### src/rtl/addsub_acc_ctrl.sv
// Accumulator/controller around an external combinational add/sub unit.
// Streams operands through acc = acc +/- operand and returns the result with sticky error flags.
module addsub_acc_ctrl #(
    parameter int WIDTH   = 4,
    parameter int MAX_OPS = 8,
    parameter int CW      = 4
) (
    input  logic             clk,
    input  logic             reset,
    input  logic             in_valid,
    output logic             in_ready,
    input  logic [WIDTH-1:0] in_data,
    input  logic             in_sub,
    input  logic             in_last,
    output logic [WIDTH-1:0] add_a,
    output logic [WIDTH-1:0] add_b,
    output logic             add_sel,
    input  logic [WIDTH-1:0] add_sum,
    input  logic             add_carry,
    input  logic             add_overflow,
    output logic             out_valid,
    input  logic             out_ready,
    output logic [WIDTH-1:0] out_result,
    output logic             out_uerr,
    output logic             out_ovf,
    output logic [CW-1:0]    out_count
);

    typedef enum logic {
        S_RUN,
        S_DONE
    } state_t;

    state_t           r_state;
    state_t           w_next_state;
    logic [WIDTH-1:0] r_acc;
    logic [CW-1:0]    r_count;
    logic             r_uerr;
    logic             r_ovf;

    logic             w_accept;
    logic             w_release;
    logic             w_end_seq;
    logic             w_step_uerr;
    logic [CW-1:0]    w_count_inc;

    assign w_accept    = in_valid & in_ready;
    assign w_release   = out_valid & out_ready;
    assign w_count_inc = r_count + CW'(1);
    assign w_end_seq   = in_last | (w_count_inc == CW'(MAX_OPS));
    // Add reports an unsigned error on carry out; subtract on a missing carry (borrow).
    assign w_step_uerr = in_sub ? ~add_carry : add_carry;

    // Adder operands; acc is forced to zero while reset is held so the adder sees a clean start.
    assign add_a   = reset ? '0 : r_acc;
    assign add_b   = in_data;
    assign add_sel = in_sub;

    assign out_result = r_acc;
    assign out_uerr   = r_uerr;
    assign out_ovf    = r_ovf;
    assign out_count  = r_count;

    // NOTE: sequential state uses non-blocking assignments so every register samples pre-edge values.
    always_ff @(posedge clk) begin
        if (reset) begin
            r_state <= S_RUN;
        end else begin
            r_state <= w_next_state;
        end
    end

    // NOTE: default assignment first so no path through the case leaves the signal unassigned (no latch).
    always_comb begin
        w_next_state = r_state;
        case (r_state)
            S_RUN:   if (w_accept && w_end_seq) w_next_state = S_DONE;
            S_DONE:  if (out_ready) w_next_state = S_RUN;
            default: w_next_state = S_RUN;
        endcase
    end

    always_comb begin
        in_ready  = 1'b0;
        out_valid = 1'b0;
        case (r_state)
            S_RUN:   in_ready = 1'b1;
            S_DONE:  out_valid = 1'b1;
            default: in_ready = 1'b0;
        endcase
    end

    always_ff @(posedge clk) begin
        if (reset || w_release) begin
            r_acc   <= '0;
            r_count <= '0;
            r_uerr  <= 1'b0;
            r_ovf   <= 1'b0;
        end else if (w_accept) begin
            r_acc   <= add_sum;
            r_count <= w_count_inc;
            r_uerr  <= r_uerr | w_step_uerr;
            r_ovf   <= r_ovf | add_overflow;
        end
    end

endmodule

### config.mk
export PLATFORM = sky130hd
export DESIGN_NAME = addsub_acc_ctrl
export DESIGN_NICKNAME = d
export VERILOG_FILES = /design/src/rtl/addsub_acc_ctrl.sv
export SDC_FILE = /design/constraint.sdc
export NUM_CORES = 1
export LEC_CHECK = 0
export CAP_MARGIN = 25
export CORE_AREA = 4 4 41 43
export CTS_CLUSTER_DIAMETER = 200
export CTS_CLUSTER_SIZE = 12
export DETAILED_ROUTE_END_ITERATION = 16
export DIE_AREA = 0 0 45 47
export DONT_BUFFER_PORTS = 1
export SLEW_MARGIN = 20
export SYNTH_ARGS = -nofsm -noshare
export SYNTH_HDL_FRONTEND = slang
export SYNTH_SLANG_ARGS = --single-unit
### constraint.sdc
create_clock -name clk -period 1.72 [get_ports clk]
set_clock_uncertainty 0.1 [all_clocks]
set_input_delay 0.172 -clock clk [delete_from_list [all_inputs] [get_ports clk]]
set_output_delay 0.172 -clock clk [all_outputs]
set_load 0.02 [all_outputs]
### Word-level counts from Yosys, hierarchy flattened

Index checks and enable logic that the tools add are counted.

* bits in registers: 11
* input bits: 16
* output and inout port bits: 21
* logic and storage cells: 23

* add/sub/neg operators: 1
* equality and inequality tests: 1
* multiplexer cells: 7
* bitwise operators: 7
* reductions and logical operators: 2

Operators with widths (count)
* $mux W1: 5
* $add A4 B1 Y4 const B: 1
* $eq A4 B4 Y1 const B: 1
* $mux W4: 1
* $or A1 B1 Y1: 3
* $and A1 B1 Y1: 2
* $not A1 Y1: 2
* $pmux W1 S2: 1
* $logic_and A1 B1 Y1: 1
* $logic_or A1 B1 Y1: 1

### Logic depth before layout (Yosys ltp)

Gate-level depths: netlist of the first run.

* depth after elaboration: 6
* depth in mapped cells: 4
* depth with buffers taken out: 4

### Worst setup path before layout of the first run

No wires, ideal clock.

* path type: register to register
* from: reg r_count[0], in the netlist out_count[0]
* to: reg r_state
* setup time: 0.073 ns
* data arrival time: 1.097 ns
* required time: 1.547 ns
* path slack: 0.450 ns
* cell stages (with the launch flop): 4
* path buffers: 0
* period minus slack after synthesis: 1.270 ns
* cells stage by stage: dfxtp_1 -> ha_1 -> or3b_1 -> o22ai_2

* word-level cells in the longest chain between the ends: 6

RTL lines
* start: declaration: RTL line 37 `logic [CW-1:0] r_count;`
* start signal: assignment: RTL line 101 `r_count <= w_count_inc;`
* $add A4 B1 Y4: RTL line 49 `assign w_count_inc = r_count + CW'(1);`
* $eq A4 B4 Y1: RTL line 50 `assign w_end_seq = in_last | (w_count_inc == CW'(MAX_OPS));`
* $or A1 B1 Y1: RTL line 50
* $logic_and A1 B1 Y1: RTL line 77 `S_RUN: if (w_accept && w_end_seq) w_next_state = S_DONE;`
* $mux W1: RTL line 77
* $pmux W1 S2: RTL line 76 `case (r_state)`
* end signal: assignment: RTL line 69 `r_state <= w_next_state;`
* end: declaration: RTL line 34 `state_t r_state;`

No other way between the ends.
A chain may end at the register's enable or synchronous reset.

### Worst setup path in the final report of the first run

* from: reg r_acc[3], in the netlist out_result[3]
* to: out add_a[3]

* word-level cells in the longest chain between the ends: 1

RTL lines
* start: declaration: RTL line 36 `logic [WIDTH-1:0] r_acc;`
* start signal: assignment: RTL line 100 `r_acc <= add_sum;`
* $mux W4: RTL line 55 `assign add_a = reset ? '0 : r_acc;`
* end: declaration: RTL line 15 `output logic [WIDTH-1:0] add_a,`

No other way between the ends.

==> qor.json, run 1 <==
{
  "setup.worst_path.start": {"value": "out_result[3]"},
  "share_of_total_power_in_sequential_cells": {"value": 56.1, "unit": "%"},
  "ys_warn_count": {"value": 0},
  "crit_path_top_delay_cell": {"value": "dfxtp_1"},
  "synth.lib_cells_used.distinct": {"value": 20},
  "grt_first_pass_wirelength": {"value": 1640, "unit": "um"},
  "hold_viol_final": {"value": 0},
  "final_layout_size_suffix_gt1_share": {"value": 12.3, "unit": "%"},
  "clock_power_share": {"value": 30.8, "unit": "%"},
  "post_synth_xor_area_fraction": {"value": 6.54, "unit": "%"},
  "min-delay-path-class": {"value": "in -> reg"},
  "die_width": {"value": 45, "unit": "um"},
  "post_route_total_power": {"value": 0.000537, "unit": "W"},
  "run_status": {"value": "finished, final reports clean"},
  "synthesized_area_fraction_occupied_by_adder_cells": {"value": 2.34, "unit": "%"},
  "setup.worst_path.class": {"value": "reg -> out"},
  "fp-row-count": {"value": 13},
  "reg2reg_to": {"value": "r_state"},
  "io_buffer_count": {"value": 0},
  "syn_area_per_cell": {"value": 8.78, "unit": "um2"},
  "critPathBufInv": {"value": 0},
  "clock_sinks": {"value": 11},
  "grt-ovfl-total": {"value": 0},
  "syn_area": {"value": 536, "unit": "um2"},
  "number_of_buffers_on_the_longest_clock_path": {"value": 2},
  "cell_internal_power": {"value": 0.000393, "unit": "W"},
  "synth_top_family_by_area": {"value": "simple AND/OR/NAND/NOR gates"},
  "worst_path_dominant_cell_family": {"value": "flip-flops"},
  "crit_path_cell_trace": {"value": "nor2b_1"},
  "setup_viol_count_final": {"value": 0},
  "synth_compound_gate_area_share": {"value": 14.0, "unit": "%"},
  "placed_cells_incl_taps": {"value": 70},
  "drt_pass1_iterations": {"value": 4},
  "startpoint_type_of_the_worst_setup_path": {"value": "flip-flop"},
  "final.period_utilization": {"value": 82.7, "unit": "%"},
  "cts_htree_levels": {"value": 1},
  "die_height": {"value": 47, "unit": "um"},
  "ioPinCount": {"value": 37},
  "start_util": {"value": 41.2, "unit": "%"},
  "grt_max_degree": {"value": 11},
  "post_drt_wl_per_cell": {"value": 12.9, "unit": "um"},
  "avgViaCountPerCell": {"value": 5.00},
  "reg_to_reg_start": {"value": "out_count[0]"},
  "area_enclosed_by_the_die_boundary": {"value": 2120, "unit": "um2"},
  "final_period_minus_worst_setup_slack": {"value": 1.42, "unit": "ns"},
  "floorplan.core_area": {"value": 1300, "unit": "um2"},
  "root_buffer": {"value": "clkbuf_4"},
  "required_time_at_the_worst_slack_endpoint": {"value": 1.45, "unit": "ns"},
  "setup-tns-final": {"value": 0, "unit": "ns"},
  "mostFrequentLayoutCells": {"value": "nand2_1 (11), dfxtp_1 (11), a21oi_1 (8)"},
  "clkLatencyLatePin": {"value": 0.25, "unit": "ns"},
  "final_report_max_slew_violation_count": {"value": 0},
  "aggregate_routed_wire_length": {"value": 1040, "unit": "um"},
  "critical_path.endpoint_type": {"value": "output port"},
  "slew_headroom": {"value": 56.9, "unit": "%"},
  "unrepaired_setup_endpoints_after_global_routing": {"value": "no"},
  "grt_antenna_before_repair": {"value": 0},
  "routabilityCongestion": {"value": 0.628},
  "worst-r2r-setup-slack": {"value": 0.38, "unit": "ns"},
  "synth_fp_nets": {"value": 78},
  "first_global_vias": {"value": 388},
  "antenna_cells_inserted": {"value": 0},
  "antenna_violating_nets_post_route": {"value": 0},
  "peak_ir_drop_on_the_vdd_network": {"value": 0.523, "unit": "mV"},
  "max_fo_critical_path": {"value": 3},
  "cp.depth": {"value": 1},
  "pwr-share-comb": {"value": 13.1, "unit": "%"},
  "static-leakage-power": {"value": 0.242, "unit": "nW"},
  "synth-seq-area-share": {"value": 41.1, "unit": "%"},
  "detailed_place_hpwl": {"value": 807, "unit": "um"},
  "nNetsFinal": {"value": 83},
  "setup_ws": {"value": 0.298, "unit": "ns"},
  "switch_pwr": {"value": 0.000144, "unit": "W"},
  "synth-seq-cells": {"value": 11},
  "cts_tree": {"value": "built"},
  "finalNonFillerCells": {"value": 80},
  "dr.first_iter.drc_count": {"value": 2},
  "area_growth_syn_to_layout": {"value": 11.7, "unit": "%"},
  "actual_transition_at_the_worst_max_transition_pin": {"value": 0.645, "unit": "ns"},
  "grt_usage": {"value": 10.2, "unit": "%"},
  "cpPeakStageDelay": {"value": 0.47, "unit": "ns"},
  "vias": {"value": 400},
  "cap_viol_max_count": {"value": 0},
  "post_synth_inst_count": {"value": 61},
  "synthSimpleGateAreaFrac": {"value": 25.9, "unit": "%"},
  "cts_made_buffers": {"value": 3},
  "critPathCapture": {"value": "add_a[3]"},
  "place_ws": {"value": 0.380, "unit": "ns"},
  "max_freq": {"value": 703, "unit": "MHz"},
  "power.density_cell_area": {"value": 898, "unit": "nW/um2"},
  "post_route_drc_violation_count": {"value": 0},
  "synthMuxAreaShare": {"value": 0, "unit": "%"},
  "clkSlewWorstSetupHoldPaths": {"value": 0.07, "unit": "ns"},
  "smallest_hold_slack": {"value": 0.0124, "unit": "ns"},
  "r2r_cells": {"value": 3},
  "sw_frac_of_total": {"value": 26.8, "unit": "%"},
  "cp.arrival": {"value": 1.15, "unit": "ns"}
}
## cell type report
| class | instances | area (um2) |
|---|---|---|
| inverters | 1 | 3.75 |
| multi-input cells | 42 | 262 |
| well taps | 15 | 18.8 |
| fillers | 134 | 703 |
| clock buffers | 4 | 26.3 |
| repair buffers | 7 | 67.6 |
| flip-flops and latches | 11 | 220 |
## cell usage after synthesis (all sizes together)
master / n / area (um2)
nand3b: 2 / 27.5
or2b: 1 / 8.76
nand2: 11 / 41.3
xnor2: 1 / 8.76
dfxtp: 11 / 220
a21oi: 8 / 40.0
buf: 7 / 50.0
o21ai: 1 / 5.00
o22ai: 1 / 12.5
ha: 1 / 12.5
xor2: 3 / 26.3
a21o: 1 / 8.76
nor2b: 5 / 31.3
nor2: 4 / 15.0
or3: 1 / 6.26
a2bb2oi: 1 / 8.76
inv: 1 / 3.75
or3b: 1 / 8.76
## kinds of logic after synthesis
logic type,after synthesis
and+or+nand+nor,25
buffers and inverters,8
adders and majority gates,1
DFF,11
AOI/OAI and AO/OA,12
xor gates and xnor gates,4
## repair_timing
| item | CTS | global route |
|---|---|---|
| hold endpoints to repair | 6 | 0 |
| setup buffers | 0 | 0 |
| gates resized for setup | 0 | 0 |
| hold buffers | 6 | 0 |
## power by group through the flow
| stage | Clock (W) | Combinational, W | Sequential, W |
|---|---|---|---|
| 4_1_cts | 0.000173 | 0.0000719 | 0.000302 |
| 6_report | 0.000166 | 0.0000702 | 0.000301 |
| 5_1_grt | 0.000180 | 0.0000801 | 0.000303 |
| 3_3_place_gp | 0 | 0.0000597 | 0.000307 |
| 3_5_place_dp | 0 | 0.0000604 | 0.000308 |
| 2_1_floorplan | 0 | 0.0000678 | 0.000307 |
## registers in the layout, indices dropped and copies added (netlist names)
signal and cells:
out_uerr 1, out_ovf 1, out_count 4, r_state 1, out_result 4
## worst reg2reg max path: cells and delay by family, from the launching register on
kind	cells	cell delay, ns
fa+ha+maj	1	0.22
flops	1	0.50
simple gates	1	0.36
compound gates	1	0.09
## worst min path at each step
stage / start / end / depth (start not counted)
after detailed placement: reset / r_state / 1
after floorplan: reset / r_state / 1
after global routing: reset / r_state / 2
after CTS: reset / r_state / 2
final: reset / r_state / 2
after global placement: reset / r_state / 1
## layer usage
metal | part of all wire, % | global-route usage [%] | wire (um)
met1 | 37 | 12.7 | 384
met2 | 48 | 16.7 | 495
met3 | 15 | 3.45 | 152
met4 | 0.39 | 3.51 | 4
met5 | 0 | 0 | 0
## through the flow
| step | area, um2 | util, % |
|---|---|---|
| after detailed placement | 512 | 39.3 |
| after global placement | 512 | 39.3 |
| after CTS | 598 | 46.0 |
| after global routing | 598 | 46.0 |
| after floorplan | 536 | - |
| final | 598 | 46.0 |
Power figures use the tool's default switching activity.
==> run 2, diff against run 1 <==
==> constraint.sdc (replaced) <==
create_clock -name clk -period 1.15 [get_ports clk]
set_clock_uncertainty 0.1 [all_clocks]
set_input_delay 0.115 -clock clk [delete_from_list [all_inputs] [get_ports clk]]
set_output_delay 0.115 -clock clk [all_outputs]
set_load 0.02 [all_outputs]
==> run 2 against run 1 <==
Compared with the run above:
- core utilization grew 16 points
- first-iteration DRC count rose to 5.0 times the previous value
- wire length is 21% higher
- register-to-register slack got worse by 0.38 ns
- sequential power rose by 44%
- non-clock buffer count grew 20
- total power grew 66%
- sequential share of layout area decreased by 7.5 points
- clock power is 60% higher
- die area unchanged
- setup slack got worse by 0.30 ns
- critical endpoint is now r_state
- largest cell class unchanged
==> qor.json, run 2 (synthesis results as in run 1) <==
{
  "run_status": {"value": "finished, final reports clean"},
  "power.density_cell_area": {"value": 1110, "unit": "nW/um2", "change": "+23%"},
  "static-leakage-power": {"value": 0.357, "unit": "nW", "change": "+47%"},
  "mostFrequentLayoutCells": {"value": "buf_4 (15), nand2_1 (11), dlygate4sd3_1 (9)"},
  "area_growth_syn_to_layout": {"value": 50.0, "unit": "%"},
  "reg_to_reg_start": {"value": "r_state"},
  "fp-row-count": {"value": 13, "change": "unchanged"},
  "post_route_total_power": {"value": 0.000890, "unit": "W", "change": "+66%"},
  "place_ws": {"value": 0.0464, "unit": "ns", "change": "-0.334 ns"},
  "drt_pass1_iterations": {"value": 4, "change": "unchanged"},
  "nNetsFinal": {"value": 103, "change": "+24%"},
  "vias": {"value": 481, "change": "+20%"},
  "die_width": {"value": 45, "unit": "um", "change": "unchanged"},
  "antenna_cells_inserted": {"value": 0, "change": "unchanged"},
  "dr.first_iter.drc_count": {"value": 10, "change": "+8"},
  "routabilityCongestion": {"value": 0.642, "change": "+2.1%"},
  "start_util": {"value": 41.2, "unit": "%", "change": "unchanged"},
  "placed_cells_incl_taps": {"value": 86, "change": "+23%"},
  "startpoint_type_of_the_worst_setup_path": {"value": "flip-flop"},
  "io_buffer_count": {"value": 0, "change": "unchanged"},
  "slew_headroom": {"value": 84.0, "unit": "%", "change": "+27 points"},
  "first_global_vias": {"value": 486, "change": "+25%"},
  "final.period_utilization": {"value": 100, "unit": "%"},
  "clock_sinks": {"value": 11, "change": "unchanged"},
  "clkLatencyLatePin": {"value": 0.27, "unit": "ns", "change": "+0.02 ns"},
  "required_time_at_the_worst_slack_endpoint": {"value": 1.25, "unit": "ns", "change": "-0.20 ns"},
  "crit_path_cell_trace": {"value": "nand3b_4 -> or3b_1 -> o22ai_2"},
  "finalNonFillerCells": {"value": 100, "change": "+25%"},
  "grt-ovfl-total": {"value": 0, "change": "unchanged"},
  "cts_htree_levels": {"value": 1, "change": "unchanged"},
  "hold_path_depth": {"value": 2, "change": "unchanged"},
  "antenna_violating_nets_post_route": {"value": 0, "change": "unchanged"},
  "number_of_buffers_on_the_longest_clock_path": {"value": 2, "change": "unchanged"},
  "hold_viol_final": {"value": 0, "change": "unchanged"},
  "r2r_cells": {"value": 3, "change": "unchanged"},
  "clkSlewWorstSetupHoldPaths": {"value": 0.07, "unit": "ns", "change": "about the same"},
  "peak_ir_drop_on_the_vdd_network": {"value": 0.707, "unit": "mV", "change": "+35%"},
  "grt_max_degree": {"value": 11, "change": "unchanged"},
  "post_drt_wl_per_cell": {"value": 12.5, "unit": "um", "change": "-3.5%"},
  "actual_transition_at_the_worst_max_transition_pin": {"value": 0.239, "unit": "ns", "change": "-0.406 ns"},
  "worst_path_dominant_cell_family": {"value": "simple AND/OR/NAND/NOR gates"},
  "cp.arrival": {"value": 1.25, "unit": "ns", "change": "+0.10 ns"},
  "root_buffer": {"value": "clkbuf_4"},
  "max_freq": {"value": 870, "unit": "MHz"},
  "critPathBufInv": {"value": 0, "change": "unchanged"},
  "final_report_max_slew_violation_count": {"value": 0, "change": "unchanged"},
  "min-delay-path-class": {"value": "in -> reg"},
  "grt_first_pass_wirelength": {"value": 1970, "unit": "um", "change": "+21%"},
  "worst-r2r-setup-slack": {"value": 0.0004, "unit": "ns", "change": "-0.38 ns"},
  "area_enclosed_by_the_die_boundary": {"value": 2120, "unit": "um2", "change": "unchanged"},
  "max_fo_critical_path": {"value": 6, "change": "+3"},
  "grt_antenna_before_repair": {"value": 0, "change": "unchanged"},
  "floorplan.core_area": {"value": 1300, "unit": "um2", "change": "unchanged"},
  "layout_commonest_cell": {"value": "buf_4"},
  "post_route_drc_violation_count": {"value": 0, "change": "unchanged"},
  "critical_path.endpoint_type": {"value": "flip-flop"},
  "num-fill-cells": {"value": 118, "change": "-12%"},
  "timing.hold.worst.start": {"value": "reset"},
  "setup.worst_path.class": {"value": "reg -> reg"},
  "final_layout_size_suffix_gt1_share": {"value": 40.0, "unit": "%", "change": "+28 points"},
  "die_height": {"value": 47, "unit": "um", "change": "unchanged"},
  "setup_ws": {"value": 0.000380, "unit": "ns", "change": "-0.297 ns"},
  "cap_viol_max_count": {"value": 0, "change": "unchanged"},
  "layout.core_utilization": {"value": 61.7, "unit": "%", "change": "+16 points"},
  "unrepaired_setup_endpoints_after_global_routing": {"value": "yes"},
  "final_period_minus_worst_setup_slack": {"value": 1.15, "unit": "ns"},
  "crit_path_top_delay_cell": {"value": "dfxtp_4"},
  "aggregate_routed_wire_length": {"value": 1250, "unit": "um", "change": "+21%"},
  "cpPeakStageDelay": {"value": 0.37, "unit": "ns", "change": "-0.10 ns"},
  "avgViaCountPerCell": {"value": 4.81, "change": "-3.8%"},
  "endpoint_of_the_worst_hold_timing_path": {"value": "out_count[1]"},
  "grt_usage": {"value": 13.2, "unit": "%", "change": "+2.9 points"},
  "cts_made_buffers": {"value": 3, "change": "unchanged"},
  "cts_tree": {"value": "built"},
  "ioPinCount": {"value": 37, "change": "unchanged"},
  "detailed_place_hpwl": {"value": 856, "unit": "um", "change": "+6.1%"},
  "setup_viol_count_final": {"value": 0, "change": "unchanged"},
  "reg2reg_to": {"value": "r_state"}
}
run 2: cell types whose count changed in the layout (fill, tap and decap cells not counted), sizes merged:
cell | previous run | this run
buf | 1 | 17
dlygate4sd3 | 6 | 9
dlymetal6s4s | 0 | 1
run 2: power by group:
group	leakage, nW	total, W	internal, W	switching (W)
clock network	0.0150	0.000265	0.000134	0.000130
registers	0.0935	0.000434	0.000405	0.0000288
logic	0.248	0.000192	0.000102	0.0000901
total	0.357	0.000890	0.000641	0.000249
run 2: layer usage:
layer	wire length, um	GRT usage [%]
met2	607	19.8
met5	0	0
met4	31	10.5
met3	131	3.45
met1	477	16.0
run 2: worst max path at each step:
stage / startpoint / endpoint / slack (ns) / cells after the start
after global placement: r_state / out_count[0] / 0.05 / 4
after detailed placement: out_count[1] / r_state / 0.05 / 3
after global routing: r_state / r_state / -0.05 / 3
after floorplan: out_count[0] / r_state / 0.01 / 3
final: r_state / r_state / 0.0004 / 3
after CTS: r_state / in_ready / 0.002 / 3
run 2: stage by stage:
step                      TNS [ns]  hold WS (ns)  cell area (um2)
after floorplan                  0         0.120              546
after global placement           0         0.122              642
after detailed placement         0         0.124              642
after CTS                        0        0.0267              781
after global routing       -0.0880        0.0426              803
final                            0        0.0276              803
run 2: layout make-up:
type                    instances  area [um2]  area share, %
multi-input cells              42         279           34.7
repair buffers                 27         238           29.6
flip-flops and latches         11         235           29.3
clock buffers                   4        26.3           3.27
well taps                      15        18.8           2.34
inverters                       1        6.26          0.779
run 2: what timing repair did:
item / CTS / global route
buffers inserted: 0 / 0
pin swaps: 0 / 1
hold buffers: 10 / 0
gates resized for setup: 5 / 7
hold endpoints to repair: 9 / 0
endpoints found under the setup margin: 1 / 12
gates cloned: 0 / 0
==> run 3, diff against run 2 <==
==> constraint.sdc (replaced) <==
create_clock -name clk -period 0.98 [get_ports clk]
set_clock_uncertainty 0.1 [all_clocks]
set_input_delay 0.098 -clock clk [delete_from_list [all_inputs] [get_ports clk]]
set_output_delay 0.098 -clock clk [all_outputs]
set_load 0.02 [all_outputs]
==> run 3 against run 2 <==
Compared with the run above:
- critical endpoint unchanged
- total power increased by 20%
- cell area increased by 4.5%
- sequential cell count unchanged
- fmax increased by 0.88%
- the flow now finishes with violations (negative hold slack, negative setup slack)
- largest power group unchanged
- highest routed layer unchanged
- largest cell class unchanged
- worst hold slack got worse by 0.19 ns
- setup slack got worse by 0.16 ns
==> qor.json, run 3 (synthesis results as in run 1) <==
{
  "final.period_utilization": {"value": 116, "unit": "%", "change": "+16 points"},
  "floorplan.core_area": {"value": 1300, "unit": "um2", "change": "unchanged"},
  "placed_cells_incl_taps": {"value": 84, "change": "-2.3%"},
  "start_util": {"value": 41.2, "unit": "%", "change": "unchanged"},
  "antenna_violating_nets_post_route": {"value": 0, "change": "unchanged"},
  "post_route_drc_violation_count": {"value": 0, "change": "unchanged"},
  "drt_pass1_iterations": {"value": 4, "change": "unchanged"},
  "cts-hold-fix-buffers": {"value": 5, "change": "-5"},
  "finalNonFillerCells": {"value": 94, "change": "-6.0%"},
  "first_global_vias": {"value": 449, "change": "-7.6%"},
  "grt_max_degree": {"value": 11, "change": "unchanged"},
  "mostFrequentLayoutCells": {"value": "nand2_1 (10), buf_6 (10), a21oi_1 (7)"},
  "dr.first_iter.drc_count": {"value": 15, "change": "+5"},
  "fp-row-count": {"value": 13, "change": "unchanged"},
  "hold_viol_final": {"value": 11, "change": "+11"},
  "cts_setup_buffers": {"value": 0, "change": "unchanged"},
  "layout.core_utilization": {"value": 64.5, "unit": "%", "change": "+2.8 points"},
  "critical_path.endpoint_type": {"value": "flip-flop"},
  "die_width": {"value": 45, "unit": "um", "change": "unchanged"},
  "slew_headroom": {"value": 80.1, "unit": "%", "change": "-3.9 points"},
  "final_report_max_slew_violation_count": {"value": 0, "change": "unchanged"},
  "vias": {"value": 480, "change": "-0.21%"},
  "required_time_at_the_worst_slack_endpoint": {"value": 1.07, "unit": "ns", "change": "-0.18 ns"},
  "ioPinCount": {"value": 37, "change": "unchanged"},
  "setup.worst_path.class": {"value": "reg -> reg"},
  "clkSlewWorstSetupHoldPaths": {"value": 0.07, "unit": "ns", "change": "about the same"},
  "cts_made_buffers": {"value": 3, "change": "unchanged"},
  "setup_viol_count_final": {"value": 16, "change": "+16"},
  "io_buffer_count": {"value": 0, "change": "unchanged"},
  "number_of_buffers_on_the_longest_clock_path": {"value": 2, "change": "unchanged"},
  "num-fill-cells": {"value": 118, "change": "unchanged"},
  "max_fo_critical_path": {"value": 5, "change": "-1"},
  "grt_antenna_before_repair": {"value": 0, "change": "unchanged"},
  "run_status": {"value": "complete, but fails checks"},
  "cpPeakStageDelay": {"value": 0.36, "unit": "ns", "change": "about the same"},
  "grt_first_pass_wirelength": {"value": 1920, "unit": "um", "change": "-2.8%"},
  "cap_viol_max_count": {"value": 0, "change": "unchanged"},
  "critPathBufInv": {"value": 0, "change": "unchanged"},
  "detailed_place_hpwl": {"value": 902, "unit": "um", "change": "+5.4%"},
  "cp.arrival": {"value": 1.23, "unit": "ns", "change": "-0.02 ns"},
  "setup_ws": {"value": -0.160, "unit": "ns", "change": "-0.160 ns"},
  "static-leakage-power": {"value": 0.340, "unit": "nW", "change": "-4.7%"},
  "die_height": {"value": 47, "unit": "um", "change": "unchanged"},
  "clock_sinks": {"value": 11, "change": "unchanged"},
  "grt-ovfl-total": {"value": 0, "change": "unchanged"},
  "avgViaCountPerCell": {"value": 5.11, "change": "+6.2%"},
  "crit_path_top_delay_cell": {"value": "dfxtp_4"},
  "root_buffer": {"value": "clkbuf_4"},
  "actual_transition_at_the_worst_max_transition_pin": {"value": 0.298, "unit": "ns", "change": "+0.0588 ns"},
  "post_route_total_power": {"value": 0.00106, "unit": "W", "change": "+20%"},
  "area_growth_syn_to_layout": {"value": 56.8, "unit": "%"},
  "min-delay-path-class": {"value": "in -> reg"},
  "nNetsFinal": {"value": 97, "change": "-5.8%"},
  "power.density_cell_area": {"value": 1270, "unit": "nW/um2", "change": "+14%"},
  "smallest_hold_slack": {"value": -0.166, "unit": "ns", "change": "-0.194 ns"},
  "aggregate_routed_wire_length": {"value": 1340, "unit": "um", "change": "+7.6%"},
  "max_freq": {"value": 878, "unit": "MHz", "change": "+0.88%"},
  "unrepaired_setup_endpoints_after_global_routing": {"value": "yes"},
  "crit_path_cell_trace": {"value": "nand3b_4 -> or3b_1 -> o22ai_2"},
  "final_period_minus_worst_setup_slack": {"value": 1.14, "unit": "ns", "change": "-0.0101 ns"},
  "cts_tree": {"value": "built"},
  "routabilityCongestion": {"value": 0.718, "change": "+12%"},
  "clkLatencyLatePin": {"value": 0.26, "unit": "ns", "change": "about the same"},
  "final_layout_size_suffix_gt1_share": {"value": 53.2, "unit": "%", "change": "+13 points"},
  "startpoint_type_of_the_worst_setup_path": {"value": "flip-flop"},
  "antenna_cells_inserted": {"value": 0, "change": "unchanged"},
  "worst_path_dominant_cell_family": {"value": "simple AND/OR/NAND/NOR gates"},
  "peak_ir_drop_on_the_vdd_network": {"value": 0.743, "unit": "mV", "change": "+5.0%"},
  "area_enclosed_by_the_die_boundary": {"value": 2120, "unit": "um2", "change": "unchanged"},
  "post_drt_wl_per_cell": {"value": 14.3, "unit": "um", "change": "+14%"},
  "failed_checks": {"value": "negative hold slack, negative setup slack"},
  "grt_usage": {"value": 12.7, "unit": "%", "change": "-0.50 points"},
  "cts_htree_levels": {"value": 1, "change": "unchanged"}
}
run 3: final cells by class:
type                    count  area, um2  share of cell area (%)
multi-input cells          43        349                    41.6
inverters                   1       6.26                   0.745
flip-flops and latches     11        239                    28.5
clock buffers               4       26.3                    3.13
repair buffers             20        200                    23.8
well taps                  15       18.8                    2.24
run 3: path summary, 6_finish.rpt:
| check | from | endpoint | slack, ns | cells after the start |
|---|---|---|---|---|
| worst max-delay path | r_state | r_state | -0.16 | 3 |
| worst min-delay path | reset | r_state | -0.17 | 1 |
| worst max register to register | r_state | r_state | -0.16 | 3 |
| worst min register to register | out_result[3] | out_result[3] | 0.36 | 2 |
run 3: stage by stage:
stage / TNS [ns] / hold WS, ns / area (um2) / setup slack (ns)
final: -1.08 / -0.166 / 840 / -0.160
after global routing: -1.78 / -0.176 / 840 / -0.178
after CTS: -1.23 / -0.173 / 786 / -0.150
after detailed placement: -0.884 / 0.0962 / 652 / -0.134
after global placement: -0.727 / 0.0962 / 652 / -0.110
after floorplan: -0.507 / 0.101 / 571 / -0.142
run 3: per-layer routing:
metal,share of wire (%),routed length [um],global-route usage (%),vias up
met2,47,632,21.5,23
li1,-,-,-,236
met3,12,167,3.45,2
met4,0.30,4,5.85,0
met5,0,0,0,-
met1,40,538,15.0,219
run 3: what timing repair did:
item	CTS	global route
endpoints found under the setup margin	20	20
cloned	0	1
pin swaps	6	4
gates resized for setup	18	11
endpoints found under the hold margin	11	11
run 3: power breakdown:
group	internal (W)	switching, W	total (W)
Combinational	0.000132	0.000117	0.000249
Sequential	0.000476	0.0000334	0.000509
Clock	0.000157	0.000149	0.000306
